**src/rtl/mem_access_unit_pkg.sv**
```systemverilog
// mem_access_unit_pkg: FSM states, funct3 size codes and shared defaults for the memory access unit
package mem_access_unit_pkg;
  typedef enum logic [1:0] {IDLE, ACCESS, WAIT, DONE} state_t;
  typedef enum logic [1:0] {SZ_B, SZ_H, SZ_W} size_t;
  localparam logic [2:0] LB = 3'b000, LH = 3'b001, LW = 3'b010, LBU = 3'b100, LHU = 3'b101;
  localparam logic [2:0] SB = 3'b000, SH = 3'b001, SW = 3'b010;
  localparam int WAIT_LIMIT_DEFAULT = 64;
  // Loads treat 100/101 as unsigned byte/half; stores only know 000/001, everything else is a word
  function automatic size_t access_size(input logic store, input logic [2:0] funct3);
    return store ? (funct3 == SB ? SZ_B : funct3 == SH ? SZ_H : SZ_W)
                 : (funct3[1:0] == LB[1:0] ? SZ_B : funct3[1:0] == LH[1:0] ? SZ_H : SZ_W);
  endfunction
endpackage

```
**src/rtl/mem_access_unit_if.sv**
```systemverilog
// mem_access_unit_if: pipeline-side request, data-cache and status signals of the memory access unit
interface mem_access_unit_if;
  logic        MEM_READ_IN, MEM_WRITE_IN;
  logic [2:0]  FUNCT3_IN;
  logic [31:0] ADDRESS_IN, STORE_DATA_IN;
  logic        DCACHE_READ, DCACHE_WRITE;
  logic [31:0] DCACHE_ADDRESS, DCACHE_WRITEDATA;
  logic [3:0]  DCACHE_BYTE_EN;
  logic [31:0] DCACHE_READDATA;
  logic        DCACHE_BUSYWAIT;
  logic        BUSYWAIT;
  logic [31:0] LOAD_DATA_OUT;
  logic        MISALIGN_OUT, TIMEOUT_OUT;
  modport master (
    output MEM_READ_IN, MEM_WRITE_IN, FUNCT3_IN, ADDRESS_IN, STORE_DATA_IN, DCACHE_READDATA, DCACHE_BUSYWAIT,
    input  DCACHE_READ, DCACHE_WRITE, DCACHE_ADDRESS, DCACHE_WRITEDATA, DCACHE_BYTE_EN,
    input  BUSYWAIT, LOAD_DATA_OUT, MISALIGN_OUT, TIMEOUT_OUT
  );
  modport slave (
    input  MEM_READ_IN, MEM_WRITE_IN, FUNCT3_IN, ADDRESS_IN, STORE_DATA_IN, DCACHE_READDATA, DCACHE_BUSYWAIT,
    output DCACHE_READ, DCACHE_WRITE, DCACHE_ADDRESS, DCACHE_WRITEDATA, DCACHE_BYTE_EN,
    output BUSYWAIT, LOAD_DATA_OUT, MISALIGN_OUT, TIMEOUT_OUT
  );
endinterface

```
**src/rtl/mem_access_unit_load_formatter.sv**
```systemverilog
// load_formatter: selects the byte/half lane of a cache word and sign- or zero-extends it
module load_formatter
  import mem_access_unit_pkg::*;
(
  input  logic [2:0]  funct3,
  input  logic [1:0]  lane,
  input  logic [31:0] rdata,
  output logic [31:0] data
);
  logic [7:0]  b;
  logic [15:0] h;
  assign b = rdata[{lane, 3'b000} +: 8];
  assign h = lane[1] ? rdata[31:16] : rdata[15:0];
  assign data = funct3 == LB  ? {{24{b[7]}}, b}
              : funct3 == LH  ? {{16{h[15]}}, h}
              : funct3 == LBU ? {24'd0, b}
              : funct3 == LHU ? {16'd0, h}
              : rdata;
endmodule

```
**src/rtl/mem_access_unit.sv**
```systemverilog
// mem_access_unit: load/store FSM with cache watchdog; define MISALIGN_TRAP_EN to trap misaligned accesses
module mem_access_unit
  import mem_access_unit_pkg::*;
#(
  parameter int WAIT_LIMIT = WAIT_LIMIT_DEFAULT
) (
  input logic CLK,
  input logic RESET,
  mem_access_unit_if.slave bus
);
  localparam int CW = $clog2(WAIT_LIMIT + 1);
  state_t state;
  logic [CW-1:0] wd_cnt;
  logic [2:0] f3_q;
  logic [1:0] lane_q;
  logic is_load_q, req, is_store;
  size_t size;
  logic [31:0] wdata, fmt_data;
  logic [3:0] ben;
  assign req = bus.MEM_READ_IN | bus.MEM_WRITE_IN;
  assign is_store = bus.MEM_WRITE_IN;
  assign size = access_size(is_store, bus.FUNCT3_IN);
`ifdef MISALIGN_TRAP_EN
  logic misalign;
  assign misalign = size == SZ_H ? bus.ADDRESS_IN[0] : size == SZ_W ? |bus.ADDRESS_IN[1:0] : 1'b0;
`else
  localparam logic misalign = 1'b0;
`endif
  assign wdata = size == SZ_B ? {4{bus.STORE_DATA_IN[7:0]}}
               : size == SZ_H ? {2{bus.STORE_DATA_IN[15:0]}}
               : bus.STORE_DATA_IN;
  assign ben = size == SZ_B ? 4'b0001 << bus.ADDRESS_IN[1:0]
             : size == SZ_H ? 4'b0011 << {bus.ADDRESS_IN[1], 1'b0}
             : 4'b1111;
  assign bus.BUSYWAIT = RESET & ((state == IDLE & req) | state == ACCESS | state == WAIT);
  load_formatter u_fmt (
    .funct3(f3_q),
    .lane  (lane_q),
    .rdata (bus.DCACHE_READDATA),
    .data  (fmt_data)
  );
  always_ff @(posedge CLK) begin
    if (!RESET) begin
      state <= IDLE;
      wd_cnt <= '0;
      f3_q <= '0;
      lane_q <= '0;
      is_load_q <= 1'b0;
      bus.DCACHE_READ <= 1'b0;
      bus.DCACHE_WRITE <= 1'b0;
      bus.DCACHE_ADDRESS <= '0;
      bus.DCACHE_WRITEDATA <= '0;
      bus.DCACHE_BYTE_EN <= '0;
      bus.LOAD_DATA_OUT <= '0;
      bus.MISALIGN_OUT <= 1'b0;
      bus.TIMEOUT_OUT <= 1'b0;
    end else begin
      bus.MISALIGN_OUT <= state == IDLE && req && misalign;
      case (state)
        IDLE: if (req) begin
          f3_q <= bus.FUNCT3_IN;
          lane_q <= bus.ADDRESS_IN[1:0];
          is_load_q <= !is_store;
          if (misalign) begin
            state <= DONE;
            if (!is_store) bus.LOAD_DATA_OUT <= '0;
          end else begin
            state <= ACCESS;
            bus.DCACHE_READ <= !is_store;
            bus.DCACHE_WRITE <= is_store;
            bus.DCACHE_ADDRESS <= {bus.ADDRESS_IN[31:2], 2'b00};
            bus.DCACHE_WRITEDATA <= wdata;
            bus.DCACHE_BYTE_EN <= ben;
          end
        end
        ACCESS, WAIT: begin
          if (!bus.DCACHE_BUSYWAIT) begin
            state <= DONE;
            bus.DCACHE_READ <= 1'b0;
            bus.DCACHE_WRITE <= 1'b0;
            if (is_load_q) bus.LOAD_DATA_OUT <= fmt_data;
          end else if (state == WAIT && wd_cnt == CW'(WAIT_LIMIT - 1)) begin
            state <= DONE;
            bus.DCACHE_READ <= 1'b0;
            bus.DCACHE_WRITE <= 1'b0;
            bus.LOAD_DATA_OUT <= '0;
            bus.TIMEOUT_OUT <= 1'b1;
          end else begin
            state <= WAIT;
            wd_cnt <= state == ACCESS ? '0 : wd_cnt + 1'b1;
          end
        end
        DONE: state <= IDLE;
      endcase
    end
  end
endmodule

```
**src/flat_wrapper.sv**
```systemverilog
// flat-port wrapper written by rule: the top's interface ports become plain ports
module mem_access_unit_flat import mem_access_unit_pkg::*;
#(
  parameter int WAIT_LIMIT = WAIT_LIMIT_DEFAULT
)
  (CLK, RESET, bus_MEM_READ_IN, bus_MEM_WRITE_IN, bus_FUNCT3_IN, bus_ADDRESS_IN, bus_STORE_DATA_IN, bus_DCACHE_READDATA, bus_DCACHE_BUSYWAIT, bus_DCACHE_READ, bus_DCACHE_WRITE, bus_DCACHE_ADDRESS, bus_DCACHE_WRITEDATA, bus_DCACHE_BYTE_EN, bus_BUSYWAIT, bus_LOAD_DATA_OUT, bus_MISALIGN_OUT, bus_TIMEOUT_OUT);
  mem_access_unit_if bus_i ();
  input logic CLK;
  input logic RESET;
  input wire logic [$bits(bus_i.MEM_READ_IN)-1:0] bus_MEM_READ_IN;
  input wire logic [$bits(bus_i.MEM_WRITE_IN)-1:0] bus_MEM_WRITE_IN;
  input wire logic [$bits(bus_i.FUNCT3_IN)-1:0] bus_FUNCT3_IN;
  input wire logic [$bits(bus_i.ADDRESS_IN)-1:0] bus_ADDRESS_IN;
  input wire logic [$bits(bus_i.STORE_DATA_IN)-1:0] bus_STORE_DATA_IN;
  input wire logic [$bits(bus_i.DCACHE_READDATA)-1:0] bus_DCACHE_READDATA;
  input wire logic [$bits(bus_i.DCACHE_BUSYWAIT)-1:0] bus_DCACHE_BUSYWAIT;
  output wire logic [$bits(bus_i.DCACHE_READ)-1:0] bus_DCACHE_READ;
  output wire logic [$bits(bus_i.DCACHE_WRITE)-1:0] bus_DCACHE_WRITE;
  output wire logic [$bits(bus_i.DCACHE_ADDRESS)-1:0] bus_DCACHE_ADDRESS;
  output wire logic [$bits(bus_i.DCACHE_WRITEDATA)-1:0] bus_DCACHE_WRITEDATA;
  output wire logic [$bits(bus_i.DCACHE_BYTE_EN)-1:0] bus_DCACHE_BYTE_EN;
  output wire logic [$bits(bus_i.BUSYWAIT)-1:0] bus_BUSYWAIT;
  output wire logic [$bits(bus_i.LOAD_DATA_OUT)-1:0] bus_LOAD_DATA_OUT;
  output wire logic [$bits(bus_i.MISALIGN_OUT)-1:0] bus_MISALIGN_OUT;
  output wire logic [$bits(bus_i.TIMEOUT_OUT)-1:0] bus_TIMEOUT_OUT;
  assign bus_i.MEM_READ_IN = bus_MEM_READ_IN;
  assign bus_i.MEM_WRITE_IN = bus_MEM_WRITE_IN;
  assign bus_i.FUNCT3_IN = bus_FUNCT3_IN;
  assign bus_i.ADDRESS_IN = bus_ADDRESS_IN;
  assign bus_i.STORE_DATA_IN = bus_STORE_DATA_IN;
  assign bus_i.DCACHE_READDATA = bus_DCACHE_READDATA;
  assign bus_i.DCACHE_BUSYWAIT = bus_DCACHE_BUSYWAIT;
  assign bus_DCACHE_READ = bus_i.DCACHE_READ;
  assign bus_DCACHE_WRITE = bus_i.DCACHE_WRITE;
  assign bus_DCACHE_ADDRESS = bus_i.DCACHE_ADDRESS;
  assign bus_DCACHE_WRITEDATA = bus_i.DCACHE_WRITEDATA;
  assign bus_DCACHE_BYTE_EN = bus_i.DCACHE_BYTE_EN;
  assign bus_BUSYWAIT = bus_i.BUSYWAIT;
  assign bus_LOAD_DATA_OUT = bus_i.LOAD_DATA_OUT;
  assign bus_MISALIGN_OUT = bus_i.MISALIGN_OUT;
  assign bus_TIMEOUT_OUT = bus_i.TIMEOUT_OUT;
  mem_access_unit #(.WAIT_LIMIT(WAIT_LIMIT)) u_core (.CLK(CLK), .RESET(RESET), .bus(bus_i));
endmodule
```
**config.mk**
```make
export PLATFORM = sky130hd
export DESIGN_NAME = mem_access_unit_flat
export DESIGN_NICKNAME = d
export VERILOG_FILES = /design/src/rtl/mem_access_unit_pkg.sv /design/src/rtl/mem_access_unit_if.sv /design/src/rtl/mem_access_unit_load_formatter.sv /design/src/rtl/mem_access_unit.sv /design/src/flat_wrapper.sv
export SDC_FILE = /design/constraint.sdc
export NUM_CORES = 1
export LEC_CHECK = 0
export CAP_MARGIN = 0
export CORE_MARGIN = 8
export CORE_UTILIZATION = 35
export DETAILED_ROUTE_END_ITERATION = 16
export PLACE_DENSITY = 0.67
export SYNTH_ARGS = -nofsm -noshare
export SYNTH_HDL_FRONTEND = slang
export SYNTH_SLANG_ARGS = --single-unit
```
**constraint.sdc**
```tcl
create_clock -name CLK -period 2.35 [get_ports CLK]
set_input_delay 0.3525 -clock CLK [delete_from_list [all_inputs] [get_ports CLK]]
set_output_delay 0.3525 -clock CLK [all_outputs]
set_load 0.02 [all_outputs]
```
======== Word-level counts from Yosys, hierarchy flattened ========
Index checks and enable logic that the tools add are counted.
storage, ports and cells
  bits in registers ....................... 116
  input bits .............................. 104
  output and inout port bits .............. 105
  word-level logic and storage cells ...... 78
operators by class
  $add $sub $neg .......................... 1
  equal/unequal tests ..................... 13
  shift-type cells ........................ 3
  mux-type cells .......................... 28
  bitwise logic cells ..................... 6
  reduce and logical (&&, ||, !) cells .... 15
operators with widths
  kind                 number
  $mux 32              9
  $shiftx 32x6->8      1
  $mux 16              1
  $mux 2               7
  $reduce_and 3->1     4
  $mux 4               2
  $add 7x1->7 const B  1
  $eq 7x6->1 const B   1
  $mux 7               1
  $eq 2x1->1 const B   3
  $eq 3x1->1 const B   2
  $eq 3x3->1 const B   2
  $logic_not 2->1      3
  $logic_not 3->1      2
  $pmux 2 s3           1
  $mux 1               5
  $eq 2x2->1 const B   2
  $ne 2x1->1 const B   2
  $pmux 1 s2           2
  $reduce_bool 2->1    2
  $shl 1x2->4 const A  1
  $shl 2x2->4 const A  1
  $ne 3x2->1 const B   1
  $or 1x1->1           3
  6 further kinds      7

======== Longest topological paths before layout ========
  word-level depth ........................ 7
  mapped depth ............................ 7
  depth with buffers taken out ............ 6

======== Hierarchy ========
Synthesis repeated with hierarchy kept, for this count alone.
second synthesis, totals
  cells, all modules ...................... 674
  area, all modules ....................... 5701.7 um^2
by module, submodules not included
  module           times used  cells an instance  area each (um^2)  seq. area each (um^2)
  mem_access_unit  1           567                5036.1            2322.2
  load_formatter   1           107                665.6             0.0

======== Worst setup path before layout ========
No wires, ideal clock.
  path type ............................... flip-flop to flip-flop
  from .................................... register u_core.state[0]
  to ...................................... register u_core.bus.LOAD_DATA_OUT[25]
  setup time .............................. 0.122 ns
  arrival time ............................ 1.786 ns
  slack ................................... 0.442 ns
  stages on the path, launching flop included .. 8
  buffers on the path ..................... 1
  clock period less this slack ............ 1.908 ns
  cell sequence ........................... dfxtp_1 > inv_1 > ha_1 > nand2_1 > nor3_1 > nor3_1 > clkbuf_1 > a221o_1
between the ends
  word-level cells in the longest chain between the ends .. 4
RTL lines
  element                              RTL line                                      RTL
  start, declared                      mem_access_unit.sv:12                         state_t state;
  start signal, assigned               mem_access_unit.sv:44                         state <= IDLE;
  start signal, assigned               mem_access_unit.sv:65                         state <= DONE;
  start signal, assigned               mem_access_unit.sv:68                         state <= ACCESS;
  $eq 2x2->1                           mem_access_unit.sv:59, mem_access_unit.sv:82
  $logic_and 1x1->1                    mem_access_unit.sv:82                         end else if (state == WAIT && wd_cnt == CW'(WAIT_LIMIT - 1)) begin
  $ne 2x1->1 (no source line)          n/a
  $reduce_and 3->1 (no source line) *  n/a
  end signal, assigned                 mem_access_unit.sv:81                         if (is_load_q) bus.LOAD_DATA_OUT <= fmt_data;
  end, declared                        mem_access_unit_if.sv:22                      output BUSYWAIT, LOAD_DATA_OUT, MISALIGN_OUT, TIMEOUT_OUT
Mark *: on every way between the ends. The rest lies on a longest branch, timed or not.
A chain may end at the register's enable or synchronous reset.

======== Worst setup path in the final report ========
  from .................................... register u_core.state[0]
  to ...................................... register u_core.bus.LOAD_DATA_OUT[22]
Same word-level chain as after synthesis.

==> flow_summary.yaml <==
outcome:
  status: "completed"
placed_design:
  place_inst: 947
  hpwl_mm: 13.46
  placed_cell_area_um2: 7357
  port-buffer-count: 205
  globalplace.congestion: 0.8289
run:
  maxCapViolCount: 0
detailed_routing:
  routed_via_density: 5.254
  vias: 5138
  drtAntennaViolNets: 0
  dr.pass1.iters: 4
  wl_mm: 18.01
  drt_iter0_drc: 334
  drc_errors: 0
  wl_per_cell_um: 18.41
power:
  ir_worst_vdd_mv: 0.6867
  powerDensity_nw_per_um2: 891.2
  p_total_mw: 7.081
  p_leak_nw: 3.010
final_layout:
  final-instance-count-excl-fill: 978
  diodes: 0
  nets: 892
  areaGrowthSynthToFinish_pct: 56.21
  drive_above_1_share: 0.07809
  fin_area_um2: 7945
sta:
  rsz0062_at_grt: "false"
  whs_ps: 453.0
  finalHoldViolCount: 0
  period_minus_slack_ps: 2199
  relSlewSlack: 0.5671
  finalSetupTns_ps: 0
  fmax_mhz: 454.7
  fin_skew_ps: 8.053
  worstMarginPinSlew_ps: 648.7
  period_share: 0.9359
  setup-violations-final: 0
  slew_violations: 0
setup_path:
  cp_data_required_time_ps: 2700
  cp-end-kind: "flip-flop"
  arrival_ps: 2550
  crit_type: "flip-flop to flip-flop"
  start_kind: "flip-flop"
  cp_top_family: "compound AO/OA/AOI/OAI gates"
  worstPathCellList: "inv_1 -> ha_2 -> nand4b_1 -> buf_4 -> buf_4 -> nor2_1 -> o311a_1 -> a221o_1"
  crit_fanout: 16
  crit_path_frequent_cell: "buf_4"
  cp_slowest_stage_delay_ps: 530
  cp_slowest_cell: "o311a_1"
  worst-path-buf-inv: 3
synthesis:
  synth_edf_count: 0
  synth_top_cell_by_area: "dfxtp_1"
  synth_cells: 587
  ys_top_cells_by_area: "dfxtp_1, nand2_1, mux2i_1"
  yosysUniqueCellTypes: 52
  async_flop_share: 0
  synth.cells.most_frequent: "dfxtp_1, nand2_1, a21oi_1, clkbuf_1, mux2i_1"
  syn_area_um2: 5086
  synth_top_area_frac: 0.4566
  yosys.cell_count.top_type: "dfxtp_1"
  ys_ff_latch: 116
  dominantRegCellSynth: "dfxtp_1"
  avgSynthCellArea_um2: 8.665
  seq_area_frac_synth: 0.4566
  yosysWarnings: 0
grt:
  overflow: 0
  grt_pass1_wl_mm: 28.13
  grt_usage: 0.1938
  grt_max_degree: 60
  grt_antenna_before_repair: 0
  grt_pass1_vias: 5203
hold_path:
  hold_path.class: "flip-flop to flip-flop"
clock_tree:
  clock_sinks: 116
  h-tree-depth: 4
  clockBufferDepth: 2
  clock_latency_ps: 410
  root_buffer: "clkbuf_16"
  cts_buffers: 17
  post_cts_buffers: 0
  cts_tree: "built"
  clk_pin_slew_ps: 50
floorplanning:
  pin_count: 209
  core_um2: 14370
  rows: 44
  start_util: 0.3540
  die_h_um: 136.5
  die_w_um: 136.5
  dieArea_um2: 18640
## layout make-up
cell class | instances | area (um^2)
repair buffers | 225 | 2230
clock inverters | 9 | 103.9
flip-flops and latches | 116 | 2322
well taps | 184 | 230.2
multi-input cells | 411 | 2544
clock buffers | 22 | 474.2
inverters | 11 | 41.29
fillers | 1268 | 6424
## through the flow
step / util / setup slack (ps)
floorplan: - / 441.7
CTS: 0.5524 / 2.459
finish: 0.5529 / 150.6
global route: 0.5529 / 10.36
global placement: 0.5120 / 95.50
detailed placement: 0.5120 / -7.611
## path summary, 6_finish.rpt
path / slack (ps) / startpoint / endpoint / cells after the start
worst max-delay path: 150 / u_core.state[0] / u_core.bus.LOAD_DATA_OUT[22] / 8
worst min-delay path: 450 / u_core.bus.DCACHE_WRITEDATA[31] / u_core.bus.DCACHE_WRITEDATA[31] / 2
worst max register to register: 150 / u_core.state[0] / u_core.bus.LOAD_DATA_OUT[22] / 8
worst min register to register: 450 / u_core.bus.DCACHE_WRITEDATA[31] / u_core.bus.DCACHE_WRITEDATA[31] / 2
## flip-flops by register name, summed over array words and instances (netlist names)
register / count
u_core.bus.DCACHE_WRITEDATA: 32
u_core.bus.LOAD_DATA_OUT: 32
u_core.bus.DCACHE_ADDRESS: 30
u_core.wd_cnt: 7
u_core.bus.DCACHE_BYTE_EN: 4
u_core.f3_q: 3
u_core.lane_q: 2
u_core.state: 2
u_core.bus.DCACHE_READ: 1
u_core.bus.DCACHE_WRITE: 1
u_core.bus.TIMEOUT_OUT: 1
u_core.is_load_q: 1
## where the power goes
part	switching [mW]	total (mW)	leakage (nW)	internal, mW
sequential	0.171	2.41	0.950	2.23
clock	0.889	2.52	0.282	1.63
combinational	1.19	2.16	1.78	0.967
## cells by family (layout without fill, tap and decap cells)
kind of cell	count (synthesis)	count (layout)	share of synthesized area
flops	116	116	0.4566
buf+inv	62	267	0.05043
other cells	1	3	0.0007373
fa+ha+maj	6	6	0.01476
simple gates	181	181	0.1574
compound gates	184	184	0.2445
mux	37	37	0.07552
## repair_timing
action | in CTS | in global routing
setup endpoints to repair | 1 | 17
gates cloned | 0 | 0
gates resized for setup | 1 | 3
hold buffers | 0 | 0
## metal layers
layer	track usage	part of all wire	vias to the layer above
li1	-	-	2501
met1	0.2270	0.41	2380
met2	0.2923	0.44	229
met3	0.09912	0.13	28
met4	0.08237	0.023	0
met5	0	0	-
## layout by cell type (no fill, tap or decap), types with 3 or more instances in the layout
cell / count
nand3_1: 3
a211o_1: 5
a211oi_1: 17
and3b_1: 3
nor2_1: 30
o211ai_1: 9
a22o_1: 8
a2bb2oi_1: 8
o22ai_1: 12
conb_1: 3
nand2_1: 108
a221o_1: 18
o2bb2ai_1: 6
buf_4: 18
clkinv_2: 4
a21oi_1: 67
nand2b_1: 4
a31oi_1: 5
mux2i_1: 35
inv_1: 10
clkdlybuf4s50_1: 204
o21ai_0: 16
nor3_1: 6
clkbuf_16: 17
dfxtp_1: 116
clkbuf_8: 3
or3_1: 5
ha_1: 4
## worst min-delay path, cell delays in order (launching register included)
cell	delay (ps)
dfxtp_1	300
nand2_1	50
a21oi_1	50
(Power assumes the default switching activity.)
==> edit 1: new RTL, same settings <==
The option `MISALIGN_TRAP_EN` is turned on by a define.
--- a/src/rtl/mem_access_unit.sv
+++ b/src/rtl/mem_access_unit.sv
@@ -1,2 +1,4 @@
 // mem_access_unit: load/store FSM with cache watchdog; define MISALIGN_TRAP_EN to trap misaligned accesses
+`define MISALIGN_TRAP_EN
+
 module mem_access_unit
Formal check against the unedited RTL: not equivalent (a bounded check fails within 4 cycles, from zero or initial values and one cycle with RESET low).
==> edit 1 against the original RTL <==
- count of clock-buffer cells in the layout fell by 3
- final area rose by 11%
- power rose by 5.4%
- wire length rose by 4.9%
- setup slack improved by 0.11 ns
- sequential cell count rose by 1
- synthesized area rose by 13%
- largest cell class unchanged
- utilization fell by 1.3 points
- critical path type is now flop to output port
- largest power group unchanged
==> edit 1: results (changes against the original RTL) <==
metric	value	unit	change
final_layout_size_suffix_gt1_share	8.219	%	+0.41 points
tightest_slew	0.8042	ns	+0.1556 ns
dr.pass1.iters	5		+1
irDropWorstVdd	0.5186	mV	-24%
met2_length	8.925	mm	+13%
synth-edff-count	0		unchanged
yosysWarnings	0		unchanged
grt_antenna_before_repair	0		unchanged
switching_share	29.30	%	-2.5 points
crit_fanout	8		-8
fillers	1555		+23%
use_met3	7.098	%	-2.8 points
comb_power_share	27.1	%	-3.4 points
path_clk_slew	0.05	ns	about the same
ys_top_cells_by_area	dfxtp_1, nand2_1, mux2i_1, a21boi_0, o211ai_1		
cts-root-buf	clkbuf_16		
drt_iter0_markers	348		+4.2%
syn_area_per_cell	8.603	µm²	-0.71%
grt_use_met2	29.21	%	about the same
wire_per_inst	17.23	µm	-6.4%
gp_congestion	0.8482		+2.3%
grt_pass1_vias	5377		+3.3%
port_buffers	206		+0.49%
powerDensity	848.4	mW/mm²	-4.8%
dp_hpwl	13.63	mm	+1.3%
postCtsHoldBufs	0		unchanged
track_usage	18.20	%	-1.2 points
ys_seq_area_share	40.82	%	-4.8 points
grt_pass1_wl	29.27	mm	+4.0%
finalNetCount	972		+9.0%
grt_start_max_net_pins	85		+42%
yosys-top-cells-count	nand2_1, dfxtp_1, mux2i_1		
fin_skew	0.006135	ns	-0.001918 ns
use_met1	21.55	%	-1.1 points
drt-total-wl	18.89	mm	+4.9%
p_clk	3.11	mW	+23%
place_area	0.008092	mm²	+10%
synth_flop_cell	dfxtp_1		
crit_path_top_delay_cell	dlygate4sd2_1		
dp.cells	1064		+12%
p_leak	3.484	nW	+16%
cts_resized	2		+1
met3_length	1.662	mm	-29%
clk_latency	0.42	ns	
post-place-ws	0.09519	ns	+0.1028 ns
met1_length	7.931	mm	+7.5%
critical_path.max_stage_delay	0.35	ns	-0.18 ns
via_count	5528		+7.6%
status	finished clean		
arrival	1.73	ns	-0.82 ns
synth_cell_types	56		+7.7%
## edit 1: cell count changes in the layout (fill, tap and decap cells not counted), moves of 16 or more
cell,before,now
a21boi_0,0,57
a21oi_1,67,13
a211oi_1,17,1
mux2i_1,35,59
a221o_1,18,1
nand2_1,108,158
## edit 1: final timing paths
kind | cells past startpoint | to | slack, ns | startpoint
setup / recovery | 5 | bus_BUSYWAIT | 0.26 | u_core.state[0]
hold / removal | 2 | u_core.bus.LOAD_DATA_OUT[29] | 0.46 | u_core.bus.LOAD_DATA_OUT[29]
setup reg to reg | 6 | u_core.wd_cnt[5] | 0.35 | u_core.state[1]
hold reg to reg | 2 | u_core.bus.LOAD_DATA_OUT[29] | 0.46 | u_core.bus.LOAD_DATA_OUT[29]
## edit 1: logic make-up (layout without fill, tap and decap cells)
kind of cell	after synthesis	in the layout	share of synthesized area (%)
flip-flops	117	117	40.82
buffers and inverters	74	282	5.473
other	1	2	0.06535
AND/OR/NAND/NOR	227	227	17.66
AO/OA/AOI/OAI	184	184	24.60
multiplexers	59	59	10.29
adder cells (fa/ha/maj)	5	5	1.090
## edit 1: worst max-delay path: cells and delay by family, from the launching register on
kind | cells | cell delay (ns)
buffers and inverters | 2 | 0.45
DFF | 1 | 0.33
adders and majority gates | 1 | 0.27
AOI/OAI and AO/OA | 2 | 0.26
## edit 1: layout make-up
| cell class | count | area [µm²] | area share [%] |
|---|---|---|---|
| multi-input cells | 477 | 3112 | 35.37 |
| flip-flops and latches | 117 | 2342 | 26.62 |
| repair buffers | 230 | 2288 | 26.01 |
| clock buffers | 19 | 452.9 | 5.149 |
| well taps | 220 | 275.3 | 3.129 |
| clock inverters | 13 | 251.5 | 2.859 |
| inverters | 20 | 75.07 | 0.8534 |
==> edit 2: new RTL, config.mk and constraints unchanged <==
Without the edit above. Make the reset (`RESET`) asynchronous in one clocked block.
--- a/src/rtl/mem_access_unit.sv
+++ b/src/rtl/mem_access_unit.sv
@@ -41,3 +41,3 @@
   );
-  always_ff @(posedge CLK) begin
+  always_ff @(posedge CLK or negedge RESET) begin
     if (!RESET) begin
Formal check against the unedited RTL: differs if RESET is asserted again (counterexample within 4 cycles, from zero or initial values and one cycle with RESET low); with RESET held inactive, the same outputs for 4 cycles.
==> edit 2 against the original RTL <==
- final area up 8.2%
- setup slack better by 0.015 ns
- sequential cell count unchanged
- wire length up 1.5%
- register-to-register slack better by 0.04 ns
- synthesized area up 10%
- clock skew up 0.0015 ns
Power is not compared: it rests on default switching activity, and its combinational part moved more than twofold at a synthesized area within 25%.
==> edit 2: results (changes against the original RTL) <==
metric	value	unit	change
grt_pass1_vias	5469		+5.1%
ys_seq_area_share	51.84	%	+6.2 points
timing.rr.end	u_core.bus.LOAD_DATA_OUT[3]		
dp_hpwl	13.55	mm	+0.64%
fmaxAchievable	457.8	MHz	+0.68%
track_usage	18.24	%	-1.1 points
highest_layer	met5		
finalNetCount	906		+1.6%
endpoint	bus_BUSYWAIT		
grt_antenna_before_repair	1		+1
via_count	5229		+1.8%
wire_per_inst	17.83	µm	-3.1%
multi_input_area	0.002490	mm²	-2.1%
layout.cells.non_filler	1025		+4.8%
post-place-ws	0.1870	ns	+0.1946 ns
synth_cell_types	51		-1.9%
synth_adder_area_share	1.341	%	-0.14 points
r2r_start	u_core.state[1]		
crit_fanout	4		-12
use_met1	21.13	%	-1.6 points
r2r_cells	6		-2
grt_pass1_wl	28.94	mm	+2.9%
status	finished clean		
drt_iter0_markers	284		-15%
async_reset_ff_share	100.0	%	+100 points
final_layout_size_suffix_gt1_share	9.271	%	+1.5 points
fin_skew	0.009568	ns	+0.001514 ns
cp_top_family	buffers and inverters		
arrival	1.83	ns	-0.72 ns
grt_start_max_net_pins	117		+95%
ys_top_cells_by_area	dfrtp_1, nand2_1, mux2i_1, o21ai_0, a22o_1		
hold_slack	0.01106	ns	-0.4419 ns
use_met3	10.53	%	+0.62 points
[edit 2: cell count changes after synthesis, moves of 7 or more]
cell,before,now
o21ai_0,16,60
a211oi_1,17,0
a21o_1,1,9
dfxtp_1,116,0
o21ai_2,0,9
o211ai_1,9,2
a221oi_1,0,7
a221o_1,18,0
a22o_1,8,22
clkbuf_1,40,25
nand2_1,108,171
dfrtp_1,0,116
a21oi_1,68,5
[edit 2: power groups by stage]
stage | sequential (mW) | combinational, mW | clock, mW
floorplan | 4.39 | 2.39 | 0
global placement | 3.51 | 5.77 | 0
detailed placement | 3.55 | 5.88 | 0
CTS | 3.54 | 5.90 | 2.97
global route | 3.66 | 6.34 | 3.07
finish | 3.53 | 5.83 | 2.91
[edit 2: final cells by class]
class	instances	share of cell area [%]
Sequential cell	116	33.78
Multi-Input combinational cell	430	28.97
Tap cell	216	3.145
Timing Repair Buffer	226	26.11
Inverter	5	0.2184
Clock inverter	12	2.344
Clock buffer	20	5.431
